$ cat src/rtl/rv32i_types.sv
// Shared RV32I types: opcode enum, decoded-instruction bundle and its NOP value.
package rv32i_types;

  typedef enum logic [6:0] {
    op_lui   = 7'b0110111,
    op_auipc = 7'b0010111,
    op_jal   = 7'b1101111,
    op_jalr  = 7'b1100111,
    op_br    = 7'b1100011,
    op_load  = 7'b0000011,
    op_store = 7'b0100011,
    op_imm   = 7'b0010011,
    op_reg   = 7'b0110011,
    op_csr   = 7'b1110011
  } rv32i_opcode;

  typedef struct packed {
    logic [31:0] pc;
    logic [31:0] instr;
    rv32i_opcode opcode;
    logic [2:0]  funct3;
    logic [6:0]  funct7;
    logic [4:0]  rs1;
    logic [4:0]  rs2;
    logic [4:0]  rd;
    logic [31:0] imm;
  } pci_t;

  // Cleared entry: addi x0,x0,0 shape, also used by the ROB
  localparam pci_t PCI_NOP = '{
    pc:     32'h0,
    instr:  32'h0,
    opcode: op_imm,
    funct3: 3'h0,
    funct7: 7'h0,
    rs1:    5'h0,
    rs2:    5'h0,
    rd:     5'h0,
    imm:    32'h0
  };

endpackage

$ cat src/rtl/instr_queue.sv
// Circular decode->ROB instruction FIFO with show-ahead head and one-cycle flush.
// Optional INSTR_Q_BYPASS_EN: empty queue forwards pci_in to pci_o combinationally.
module instr_queue
  import rv32i_types::*;
#(
  parameter int size = 8
) (
  input  logic                   clk,
  input  logic                   rst,
  input  logic                   enqueue,
  input  pci_t                   pci_in,
  input  logic                   dequeue,
  input  logic                   flush,
  output pci_t                   pci_o,
  output logic                   empty,
  output logic                   full,
  output logic [$clog2(size):0]  count
);

  localparam int AW = $clog2(size);
  localparam int CW = AW + 1;

  pci_t            r_arr [size];
  logic [AW-1:0]   r_front;
  logic [AW-1:0]   r_rear;
  logic [CW-1:0]   r_count;

  logic w_empty_q;
  logic w_full_q;
  logic w_push;
  logic w_pop;
  logic w_byp_take;

  assign w_empty_q = (r_count == '0);
  assign w_full_q  = (r_count == CW'(size));

`ifdef INSTR_Q_BYPASS_EN
  assign w_byp_take = w_empty_q && enqueue && dequeue && !flush;
`else
  assign w_byp_take = 1'b0;
`endif

  assign w_pop  = dequeue && !w_empty_q;
  assign w_push = enqueue && (!w_full_q || dequeue) && !w_byp_take;

  always_ff @(posedge clk or negedge rst) begin
    if (!rst) begin
      r_front <= '0;
      r_rear  <= '0;
      r_count <= '0;
      for (int i = 0; i < size; i++) r_arr[i] <= PCI_NOP;
    end else if (flush) begin
      r_front <= '0;
      r_rear  <= '0;
      r_count <= '0;
      for (int i = 0; i < size; i++) r_arr[i] <= PCI_NOP;
    end else begin
      // Pop clears first so a full-queue push into the same slot wins
      if (w_pop) begin
        r_arr[r_front] <= PCI_NOP;
        r_front        <= r_front + AW'(1);
      end
      if (w_push) begin
        r_arr[r_rear] <= pci_in;
        r_rear        <= r_rear + AW'(1);
      end
      unique case (1'b1)
        (w_push && !w_pop): r_count <= r_count + CW'(1);
        (w_pop && !w_push): r_count <= r_count - CW'(1);
        default:            r_count <= r_count;
      endcase
    end
  end

  always_comb begin
    pci_o = r_arr[r_front];
    empty = w_empty_q;
    full  = w_full_q;
    count = r_count;
`ifdef INSTR_Q_BYPASS_EN
    if (w_empty_q && enqueue && !flush) begin
      pci_o = pci_in;
      empty = 1'b0;
    end
`endif
  end

endmodule

$ cat config.mk
export PLATFORM = sky130hd
export DESIGN_NAME = instr_queue
export DESIGN_NICKNAME = d
export VERILOG_FILES = /design/src/rtl/rv32i_types.sv /design/src/rtl/instr_queue.sv
export SDC_FILE = /design/constraint.sdc
export NUM_CORES = 2
export LEC_CHECK = 0
export ABC_AREA = 1
export ABC_CLOCK_PERIOD_IN_PS = 3600
export CORE_MARGIN = 8
export CORE_UTILIZATION = 41
export CTS_BUF_LIST = sky130_fd_sc_hd__clkbuf_8
export CTS_CLUSTER_SIZE = 28
export DETAILED_ROUTE_END_ITERATION = 10
export PLACE_DENSITY = 0.58
export SKIP_LAST_GASP = 1
export SLEW_MARGIN = 25
export SYNTH_ARGS = -nofsm -noshare
export SYNTH_HDL_FRONTEND = slang
export SYNTH_SLANG_ARGS = --single-unit
$ cat constraint.sdc
create_clock -name clk -period 3.6 [get_ports clk]
set_clock_uncertainty 0.15 [all_clocks]
set_input_delay 0.9 -clock clk [delete_from_list [all_inputs] [get_ports clk]]
set_output_delay 0.9 -clock clk [all_outputs]
set_load 0.02 [all_outputs]
==> flow_metrics.env <==
export IMPL_area_growth_synth_to_final_pct=23.7
export IMPL_track_usage=0.274
export IMPL_synth_area_um2=48600
export IMPL_slowest_delay_ps=450
export IMPL_overflow=0
export IMPL_start_util=0.413
export IMPL_wl_um=190000
export IMPL_dieArea_um2=130000
export IMPL_clockBufferDepth=3
export IMPL_finalInstanceArea_um2=60100
export IMPL_synth_nets=6017
export IMPL_hold_viol=0
export IMPL_synth_seq_cells=1034
export IMPL_ioPinCount=267
export IMPL_use_met2=0.447
export IMPL_antenna_found_initial=14
export IMPL_drt_pass1_iter_count=7
export IMPL_final_util=0.511
export IMPL_leakagePower_nw=25.7
export IMPL_cts_buffers=184
export IMPL_dp_hpwl_um=102000
export IMPL_drcViolationCount=0
export IMPL_fin_crit_sh=1.08
export IMPL_drt_initial_drc_count=4716
export IMPL_max_cap_violations=0
export IMPL_cts_tree="built"
export IMPL_hold_ws_ps=143
export IMPL_core_area_um2=118000
export IMPL_power_density_nw_per_um2=533
export IMPL_rows=126
export IMPL_antenna_left=0
export IMPL_vias_per_cell=5.78
export IMPL_synth_seq_area_share=0.533
export IMPL_grt_pass1_vias=43300
export IMPL_met1_usage=0.371
export IMPL_cp_required_ps=2550
export IMPL_cts_root_buffer="clkbuf_8"
export IMPL_outcome="complete, but fails checks"
export IMPL_cp_max_fo=5
export IMPL_drive_gt1_frac=0.151
export IMPL_die_h_um=360
export IMPL_avgSynthCellArea_um2=8.27
export IMPL_clk_pin_slew_worst_paths_ps=60
export IMPL_cp_start_kind="register"
export IMPL_htreeDepth=4
export IMPL_synth_edf_count=0
export IMPL_synth_ff_type="dfrtp_1"
export IMPL_yosysWarnings=0
export IMPL_async_reset_ff_frac=1.00
export IMPL_hp_class="in2reg"
export IMPL_place_area_um2=53600
export IMPL_slew_viol_final=0
export IMPL_grt_pass1_wl_um=280000
export IMPL_grt_max_degree=128
export IMPL_place_congestion=0.809
export IMPL_use_met3=0.0482
export IMPL_slowest_stage="dfrtp_2"
export IMPL_yosys_area_top_type="dfrtp_1"
export IMPL_rsz0062_at_grt="true"
export IMPL_avgRoutedWirePerCell_um=24.3
export IMPL_synthTopCellsByArea="dfrtp_1, nand2_1, a21oi_1"
export IMPL_crit_chain="buf_12 -> buf_6 -> nand3_4 -> inv_8 -> buf_12 -> buf_8 -> a22o_1 -> nor2_1 -> nand4_1 -> buf_6"
export IMPL_worstSkewPairLatency_ps=860
export IMPL_total_power_mw=32.1
export IMPL_cp_top_family="buffers and inverters"
export IMPL_failed_checks="setup timing"
export IMPL_die_w_um=360
export IMPL_layout_cells_most_common="nand2_1"
export IMPL_tightest_slew_ps=774
export IMPL_cts_sinks=1034
export IMPL_arrival_ps=2830
export IMPL_syn_instance_count=5880
export IMPL_synthDistinctLibCells=32
export IMPL_slew_headroom=0.484
export IMPL_fin_nets=6256
export IMPL_vias=45200
export IMPL_finalSetupViolCount=125
export IMPL_synth_top_cell_area_share=0.520
export IMPL_grt_busiest_layer="met2"
export IMPL_layout_common_cells="nand2_1, a21oi_1, dfrtp_1"
export IMPL_portBuffers=266
export IMPL_fin_tns_setup_ps=-18940
export IMPL_critPathKind="reg2out"
export IMPL_postLayoutSetupSlackWorst_ps=-276
export IMPL_peakVddDrop_mv=0.425
export IMPL_fin_crit_ps=3880
export IMPL_critical_path_buf_inv_count=6
export IMPL_endpoint_kind="output port"
export IMPL_max_freq_mhz=258
[cells in the mapped netlist (2+ instances only)]
cell / instances
buf_6: 4
buf_1: 14
nand2_2: 6
dfstp_2: 24
ha_1: 4
clkbuf_1: 282
nand2_1: 1710
o21ai_1: 34
nand4_1: 90
nor2_2: 5
a221oi_1: 81
nand3_2: 5
o22ai_1: 20
inv_2: 25
a22o_1: 55
a22oi_1: 118
a21oi_1: 1022
inv_1: 95
dfrtp_1: 1010
o21ai_0: 830
buf_2: 201
nand2_4: 4
nor2_1: 65
and3_1: 26
nand3b_1: 4
clkinv_1: 3
buf_4: 29
nand3_1: 109
a211oi_1: 2
[registers in the layout, indices dropped and copies added (netlist names)]
| register | cells |
|---|---|
| count | 4 |
| r_rear | 3 |
| r_arr | 1024 |
| r_front | 3 |
[timing repair]
item                                   in CTS  in global routing
endpoints found under the hold margin      20                  0
hold buffers                                1                  0
resized for setup                         532                429
setup buffers                              39                 74
setup endpoints to repair                 128                128
gates cloned                                9                 17
pin swaps                                  31                 94
[path summary, 6_finish.rpt]
path	depth (start not counted)	endpoint	slack, ps	start
max in group asynchronous	3	r_arr[475]$_DFF_PN0_	1650	rst
hold reg to reg	2	r_arr[952]$_DFF_PN0_	380	r_arr[952]$_DFF_PN0_
hold / removal	2	r_arr[871]$_DFF_PN0_	140	flush
setup / recovery	10	pci_o[49]	-280	r_front[2]$_DFFE_PN0P_
setup reg to reg	8	r_arr[429]$_DFF_PN0_	980	count[0]$_DFFE_PN0P_
min in group asynchronous	2	r_arr[128]$_DFF_PN0_	460	rst
[metal layers]
layer  wire length (µm)  share of wire
met5                 34        0.00018
met4               5610          0.030
met3              14100          0.074
met2              89300           0.47
met1              80600           0.43
[stage by stage]
step | std cells | setup WS (ps)
after CTS | 7714 | -290
after global routing | 7804 | -395
after floorplan | 5880 | 941
final | 7811 | -276
after global placement | 7337 | 88.9
after detailed placement | 7337 | 75.3
[logic make-up (layout without fill, tap and decap cells)]
kind of cell	Yosys count	after routing	synth area share
AO/OA/AOI/OAI	2163	2163	0.240
XOR/XNOR	1	1	0.000180
flip-flops	1034	1034	0.533
other	0	13	0
AND/OR/NAND/NOR	2025	2025	0.167
buffers and inverters	653	1035	0.0585
adder cells (fa/ha/maj)	4	4	0.00103
[cell type report]
| class | count | area (µm²) |
|---|---|---|
| timing repair buffer | 579 | 7030 |
| timing repair inverter | 4 | 42.5 |
| fill | 11000 | 57600 |
| inverter | 123 | 613 |
| clock inverter | 98 | 513 |
| tap | 1536 | 1920 |
| multi-input combinational | 4193 | 20900 |
| sequential | 1034 | 25900 |
| antenna | 13 | 32.5 |
| clock buffer | 231 | 3180 |
[power breakdown]
part / total [mW] / switching (mW) / internal [mW]
sequential: 12.5 / 0.361 / 12.2
combinational: 8.49 / 5.45 / 3.04
clock: 11.0 / 5.13 / 5.91
total: 32.1 / 10.9 / 21.1
No activity file was read; power rests on OpenSTA's default activity.
